### config.mk
export PLATFORM = sky130hd
export DESIGN_NAME = mefsm_seq_ctrl_flat
export DESIGN_NICKNAME = d
export VERILOG_FILES = /design/src/rtl/mefsm_seq_ctrl_pkg.sv /design/src/rtl/mefsm_seq_ctrl_if.sv /design/src/rtl/mefsm_seq_ctrl_cnt.sv /design/src/rtl/mefsm_seq_ctrl.sv /design/src/flat_wrapper.sv
export SDC_FILE = /design/constraint.sdc
export NUM_CORES = 1
export LEC_CHECK = 0
export BUFFER_PORTS_ARGS = -buffer_cell sky130_fd_sc_hd__buf_2
export CORE_MARGIN = 2
export CORE_UTILIZATION = 40
export CTS_BUF_LIST = sky130_fd_sc_hd__clkbuf_8 sky130_fd_sc_hd__clkbuf_16
export CTS_CLUSTER_DIAMETER = 30
export CTS_CLUSTER_SIZE = 40
export DETAILED_ROUTE_END_ITERATION = 10
export PLACE_DENSITY_LB_ADDON = 0.08
export SETUP_SLACK_MARGIN = 0.02
export SYNTH_ARGS = -nofsm -noshare
export SYNTH_HDL_FRONTEND = slang
export SYNTH_SLANG_ARGS = --single-unit
### constraint.sdc
create_clock -name clk -period 4.6 [get_ports clk]
set_input_delay 0.46 -clock clk [delete_from_list [all_inputs] [get_ports clk]]
set_output_delay 0.46 -clock clk [all_outputs]
set_load 0.005 [all_outputs]
### src/rtl/mefsm_seq_ctrl_pkg.sv
// Shared types and width helpers for the mefsm sequencing controller.
package mefsm_seq_pkg;

  typedef enum logic [1:0] {
    ST_IDLE    = 2'd0,
    ST_FSM_RST = 2'd1,
    ST_SHIFT   = 2'd2,
    ST_DONE    = 2'd3
  } state_t;

  // Bits needed to hold values 0..n inclusive.
  function automatic int cw_f(input int n);
    return (n < 1) ? 1 : $clog2(n + 1);
  endfunction

  function automatic int max_f(input int a, input int b);
    return (a > b) ? a : b;
  endfunction

endpackage

### src/rtl/mefsm_seq_ctrl_if.sv
// Request/result handshake bundle between a word producer/consumer and the controller.
interface mefsm_seq_ctrl_if #(
  parameter int WIDTH = 8,
  parameter int CW    = mefsm_seq_pkg::cw_f(WIDTH)
);
  logic             in_valid;
  logic             in_ready;
  logic [WIDTH-1:0] in_data;
  logic             in_restart;
  logic             out_valid;
  logic             out_ready;
  logic [WIDTH-1:0] out_data;
  logic [CW-1:0]    out_ones;

  modport master (
    output in_valid, in_data, in_restart, out_ready,
    input  in_ready, out_valid, out_data, out_ones
  );

  modport slave (
    input  in_valid, in_data, in_restart, out_ready,
    output in_ready, out_valid, out_data, out_ones
  );
endinterface

### src/rtl/mefsm_seq_ctrl_cnt.sv
// Loadable up/down counter shared by the reset-hold countdown and the bit index.
module mefsm_seq_cnt #(
  parameter int W    = 4,
  parameter int TERM = 7
) (
  input  logic         clk,
  input  logic         rst,
  input  logic         i_load,
  input  logic [W-1:0] i_load_val,
  input  logic         i_en,
  input  logic         i_up,
  output logic [W-1:0] o_count,
  output logic         o_zero,
  output logic         o_term
);
  logic [W-1:0] r_count;

  always_ff @(posedge clk) begin
    if (!rst) begin
      r_count <= '0;
    end else if (i_load) begin
      r_count <= i_load_val;
    end else if (i_en) begin
      r_count <= i_up ? (r_count + W'(1)) : (r_count - W'(1));
    end
  end

  assign o_count = r_count;
  assign o_zero  = (r_count == '0);
  assign o_term  = (r_count == W'(TERM));
endmodule

### src/rtl/mefsm_seq_ctrl.sv
// Serializes a word into the mefsm input a (LSB first) and captures its Mealy output b.
module mefsm_seq_ctrl
  import mefsm_seq_pkg::*;
#(
  parameter int WIDTH      = 8,
  parameter int RST_CYCLES = 2,
  parameter int CW         = $clog2(WIDTH + 1)
) (
  input  logic             clk,
  input  logic             rst,
  mefsm_seq_ctrl_if.slave  bus,
  output logic             fsm_rst,
  output logic             fsm_a,
  input  logic             fsm_b,
  output logic             busy
);
  // One counter covers both RST_CYCLES-1 and WIDTH-1.
  localparam int KW = max_f(cw_f(WIDTH), cw_f(RST_CYCLES));

  state_t           r_state;
  logic [WIDTH:0]   r_sh;
  logic [WIDTH-1:0] r_out_data;
  logic [CW-1:0]    r_ones;
  logic             r_out_valid;
  logic             r_fsm_rst;
  logic             r_fsm_a;

  logic             w_accept;
  logic             w_cnt_load;
  logic [KW-1:0]    w_cnt_val;
  logic             w_cnt_en;
  logic             w_cnt_up;
  logic [KW-1:0]    w_cnt;
  logic             w_zero;
  logic             w_term;
  logic [WIDTH-1:0] w_sel;

  assign w_accept = (r_state == ST_IDLE) && bus.in_valid;

  always_comb begin
    w_cnt_load = 1'b0;
    w_cnt_val  = '0;
    w_cnt_en   = 1'b0;
    w_cnt_up   = 1'b0;
    case (r_state)
      ST_IDLE: begin
        w_cnt_load = w_accept;
        w_cnt_val  = bus.in_restart ? KW'(RST_CYCLES - 1) : '0;
      end
      ST_FSM_RST: begin
        w_cnt_load = w_zero;
        w_cnt_en   = !w_zero;
      end
      ST_SHIFT: begin
        w_cnt_en = 1'b1;
        w_cnt_up = 1'b1;
      end
      default: begin
        w_cnt_load = 1'b0;
      end
    endcase
  end

  mefsm_seq_cnt #(
    .W    (KW),
    .TERM (WIDTH - 1)
  ) u_cnt (
    .clk        (clk),
    .rst        (rst),
    .i_load     (w_cnt_load),
    .i_load_val (w_cnt_val),
    .i_en       (w_cnt_en),
    .i_up       (w_cnt_up),
    .o_count    (w_cnt),
    .o_zero     (w_zero),
    .o_term     (w_term)
  );

  // One-hot write enable for the result bit addressed by the current index.
  for (genvar gi = 0; gi < WIDTH; gi++) begin : g_sel
    assign w_sel[gi] = (w_cnt == KW'(gi));
  end

  always_ff @(posedge clk) begin
    if (!rst) begin
      r_state     <= ST_IDLE;
      r_sh        <= '0;
      r_out_data  <= '0;
      r_ones      <= '0;
      r_out_valid <= 1'b0;
      r_fsm_rst   <= 1'b1;
      r_fsm_a     <= 1'b0;
    end else begin
      case (r_state)
        ST_IDLE: begin
          r_fsm_rst <= 1'b0;
          if (w_accept) begin
            r_sh   <= {1'b0, bus.in_data};
            r_ones <= '0;
            if (bus.in_restart) begin
              r_state   <= ST_FSM_RST;
              r_fsm_rst <= 1'b1;
              r_fsm_a   <= 1'b0;
            end else begin
              r_state <= ST_SHIFT;
              r_fsm_a <= bus.in_data[0];
            end
          end
        end
        ST_FSM_RST: begin
          if (w_zero) begin
            r_fsm_rst <= 1'b0;
            r_fsm_a   <= r_sh[0];
            r_state   <= ST_SHIFT;
          end
        end
        ST_SHIFT: begin
          r_out_data <= (r_out_data & ~w_sel) | (w_sel & {WIDTH{fsm_b}});
          r_ones     <= r_ones + CW'(fsm_b);
          r_sh       <= r_sh >> 1;
          // r_sh[1] is the bit that goes out on the next cycle.
          r_fsm_a    <= w_term ? 1'b0 : r_sh[1];
          if (w_term) begin
            r_state     <= ST_DONE;
            r_out_valid <= 1'b1;
          end
        end
        ST_DONE: begin
          if (bus.out_ready) begin
            r_out_valid <= 1'b0;
            r_state     <= ST_IDLE;
          end
        end
        default: begin
          r_state <= ST_IDLE;
        end
      endcase
    end
  end

  assign bus.in_ready  = (r_state == ST_IDLE);
  assign bus.out_valid = r_out_valid;
  assign bus.out_data  = r_out_data;
  assign bus.out_ones  = r_ones;
  assign fsm_rst       = r_fsm_rst;
  assign fsm_a         = r_fsm_a;
  assign busy          = (r_state != ST_IDLE);
endmodule

### src/flat_wrapper.sv
// flat-port wrapper written by rule: the top's interface ports become plain ports
module mefsm_seq_ctrl_flat import mefsm_seq_pkg::*;
#(
  parameter int WIDTH      = 8,
  parameter int RST_CYCLES = 2,
  parameter int CW         = $clog2(WIDTH + 1)
)
  (clk, rst, fsm_rst, fsm_a, fsm_b, busy, bus_in_valid, bus_in_data, bus_in_restart, bus_out_ready, bus_in_ready, bus_out_valid, bus_out_data, bus_out_ones);
  mefsm_seq_ctrl_if #(.WIDTH(WIDTH), .CW(CW)) bus_i ();
  input  logic clk;
  input  logic rst;
  output logic fsm_rst;
  output logic fsm_a;
  input  logic fsm_b;
  output logic busy;
  input wire logic [$bits(bus_i.in_valid)-1:0] bus_in_valid;
  input wire logic [$bits(bus_i.in_data)-1:0] bus_in_data;
  input wire logic [$bits(bus_i.in_restart)-1:0] bus_in_restart;
  input wire logic [$bits(bus_i.out_ready)-1:0] bus_out_ready;
  output wire logic [$bits(bus_i.in_ready)-1:0] bus_in_ready;
  output wire logic [$bits(bus_i.out_valid)-1:0] bus_out_valid;
  output wire logic [$bits(bus_i.out_data)-1:0] bus_out_data;
  output wire logic [$bits(bus_i.out_ones)-1:0] bus_out_ones;
  assign bus_i.in_valid = bus_in_valid;
  assign bus_i.in_data = bus_in_data;
  assign bus_i.in_restart = bus_in_restart;
  assign bus_i.out_ready = bus_out_ready;
  assign bus_in_ready = bus_i.in_ready;
  assign bus_out_valid = bus_i.out_valid;
  assign bus_out_data = bus_i.out_data;
  assign bus_out_ones = bus_i.out_ones;
  mefsm_seq_ctrl #(.WIDTH(WIDTH), .RST_CYCLES(RST_CYCLES), .CW(CW)) u_core (.clk(clk), .rst(rst), .bus(bus_i), .fsm_rst(fsm_rst), .fsm_a(fsm_a), .fsm_b(fsm_b), .busy(busy));
endmodule
==> qor.txt <==
status - finished clean
Synth Flop Type - dfxtp_1
Clock Sinks - 29
Final Setup Violations - 0
maxcap violations - 0
grt ovf - 0
metal3 WL - 154 um
worst min path class - input pin to flop
CTS clk-pin slew, worst paths - 0.06 ns
worst skew pair latency - 0.28 ns
Vias - 1,349
reg-to-reg slack, setup - 2.59 ns
Total Routing Usage GR - 0.184
top cell type's share of synthesized area - 0.374
post-synthesis mux area share - 0.116
pwr dens - 583 nW/um^2
worst-margin pin slew - 0.695 ns
final WL - 3480 um
top-count cell post-synth - dfxtp_1
EDFF count, synth - 0
Synth Area in Simple Gates - 0.192
Horiz. Die Dim - 66.3 um
Initial Utilization - 0.421
synthesized area - 1550 um^2
Vias/cell - 5.42
Die Ht - 66.3 um
DRT iter0 DRCs - 31
dpl cells - 241
Syn Area/Cell - 9.07 um^2
CTS Root Cell - clkbuf_8
Synth area leaders - dfxtp_1 (37%), mux2i_1 (12%), ha_1 (8.9%), nor2_1 (5.8%), a211oi_1 (4.4%)
DRC Markers - 0
Site Rows - 22
clock period minus final worst setup slack - 2.01 ns
Worst EP arrival - 2.19 ns
max incr delay on CP - 0.63 ns
Final Hold Viols - 0
Worst Setup EP - u_core.u_cnt.o_count[2]$_SDFFE_PN0P_
IO Port Bufs - 30
cts repair resizes - 0
R2R Path End - u_core.u_cnt.o_count[2]$_SDFFE_PN0P_
type of origin of the critical path - flop
CP Depth - 7
post-synthesis compound-gate area fraction - 0.156
largest family of logic cells by synthesized area - simple AND/OR/NAND/NOR gates
CTS tree - done
initial antenna violation count - 0
Seq cells post-synth - 29
CTS buffer count - 5
XOR/XNOR Fraction of Synth Area - 0.0226
biggest area consumer among synthesized cells - dfxtp_1
Layout area overhead - 16.0%
Diodes inserted - 0
Leakage - 0.807 nW
Avg WL per Cell - 14.0 um
die area - 4390 um^2
Critical-path top delay cell - nor4b_1
Pins Over Slew Limit - 0
Longest Clk Path Bufs - 2
CP Class - flop to flop
first-pass GRT wire length - 5950 um
Total Power - 1.05 mW
DR pass1 iterations - 4
Antenna Nets Post-Route - 0
synth unique cells - 38
final cell count without fillers - 249
CP top delay family - simple AND/OR/NAND/NOR gates
metal2 WL - 1540 um
Post-synth top cells - dfxtp_1 (29), nor2_1 (24), mux2i_1 (18), ha_1 (11)
Buffers & Inverters on Critical Path - 2
largest net degree at the start of global routing - 33
crit-path cells - inv_1, ha_1, buf_4, nor4b_1, nor3_1, xnor2_1, nor2_1
worst path required time - 4.78 ns
IO Count - 31
# H-tree levels - 2
Placer Congestion - 0.825
reg-to-reg startpoint - u_core.r_state[0]$_SDFFE_PN0P_
Post-Synthesis Cells - 171
worst r2r path cells - 7
fill cell count - 375
Metal-1 WL - 1670 um
Post-DP HPWL - 2530 um
CP Capture Type - flop
asr flop ratio synth - 0
total core area - 3690 um^2
setup TNS - 0 ns
fin crit share - 0.437
Seq/Total Area, Yosys - 0.374
Post-CTS Hold Fix Bufs - 0
Final Skew - 0.00426 ns
Post-layout nets - 225
syn_nets - 196
Worst slew margin - 0.530
RSZ-0062 raised after global routing - false
setup bufs post-CTS - 0
CP Max Fanout - 32
warning count from the yosys run - 0
share of layout cells above drive strength 1 - 0.214
Max VDD drop - 0.000317 V
fmax - 497 MHz
vias in the first global route - 1,273
uppermost layer routed - met4
crit path from - u_core.r_state[0]$_SDFFE_PN0P_
adder-cell area share of the yosys netlist - 0.0887
[kinds of logic after synthesis]
group / after synthesis
fa+ha+maj: 11
xor+xnor: 4
buf+inv: 16
mux: 18
compound gates: 34
flops: 29
simple gates: 59
[per-stage QoR]
stage	util	worst slack [ns]	instance area, um^2	hold WS (ns)
floorplan	-	2.95	1550	0.432
global placement	0.466	2.70	1720	0.446
detailed placement	0.466	2.59	1720	0.454
CTS	0.488	2.59	1800	0.422
global route	0.488	2.42	1800	0.456
finish	0.488	2.59	1800	0.431
[per-layer routing]
metal | global-route usage | vias to the layer above
met5 | 0 | -
met4 | 0.0995 | 0
met3 | 0.0528 | 11
met2 | 0.295 | 27
met1 | 0.220 | 636
li1 | - | 675
[final cells by class]
cell class	instances	area, um^2	share of cell area
clock inverters	3	13.8	0.00764
clock buffers	5	68.8	0.0382
multi-input cells	126	893	0.496
inverters	7	26.3	0.0146
repair buffers	31	158	0.0876
well taps	48	60.1	0.0334
flip-flops and latches	29	581	0.322
[how the worst min path moves through the flow]
stage                                           start  slack, ns  cells past startpoint                           to
after floorplan           u_core.r_sh[7]$_SDFFE_PN0P_       0.43                      2  u_core.r_sh[7]$_SDFFE_PN0P_
after global placement    u_core.r_sh[7]$_SDFFE_PN0P_       0.45                      2  u_core.r_sh[7]$_SDFFE_PN0P_
after detailed placement  u_core.r_sh[7]$_SDFFE_PN0P_       0.45                      2  u_core.r_sh[7]$_SDFFE_PN0P_
after CTS                                         rst       0.42                      2  u_core.fsm_rst$_SDFFE_PN1P_
after global routing                              rst       0.46                      2  u_core.fsm_rst$_SDFFE_PN1P_
final                                             rst       0.43                      2  u_core.fsm_rst$_SDFFE_PN1P_
[power breakdown]
group | internal [mW] | switching (mW)
clock | 0.102 | 0.0982
combinational | 0.200 | 0.296
sequential | 0.309 | 0.0433
total | 0.612 | 0.438
[cell usage in the layout (no fill, tap or decap)]
master and n:
buf_2 30, dfxtp_1 29, nor2_1 24, mux2i_1 18, ha_1 11, a211oi_1 9, nand3_1 9, inv_1 8
a21oi_1 7, o21ai_0 5, nand2_1 5, clkbuf_8 5, a32oi_1 4, xnor2_1 3, and3_1 3, nor3_1 3
nand4_1 2, nor2b_1 2, nand2b_1 2, a311oi_1 2, clkinv_2 2, o21ai_2 1, nand3b_1 1, or3b_1 1
and2b_1 1, nor3b_1 1, a21boi_0 1, a41oi_1 1, a21oi_2 1, nor4b_1 1, xor2_1 1, or3_1 1
or4_4 1, a211oi_2 1, nor2_2 1, nand4b_1 1, o211ai_1 1, o311ai_0 1, buf_4 1
Power figures use the tool's default switching activity.
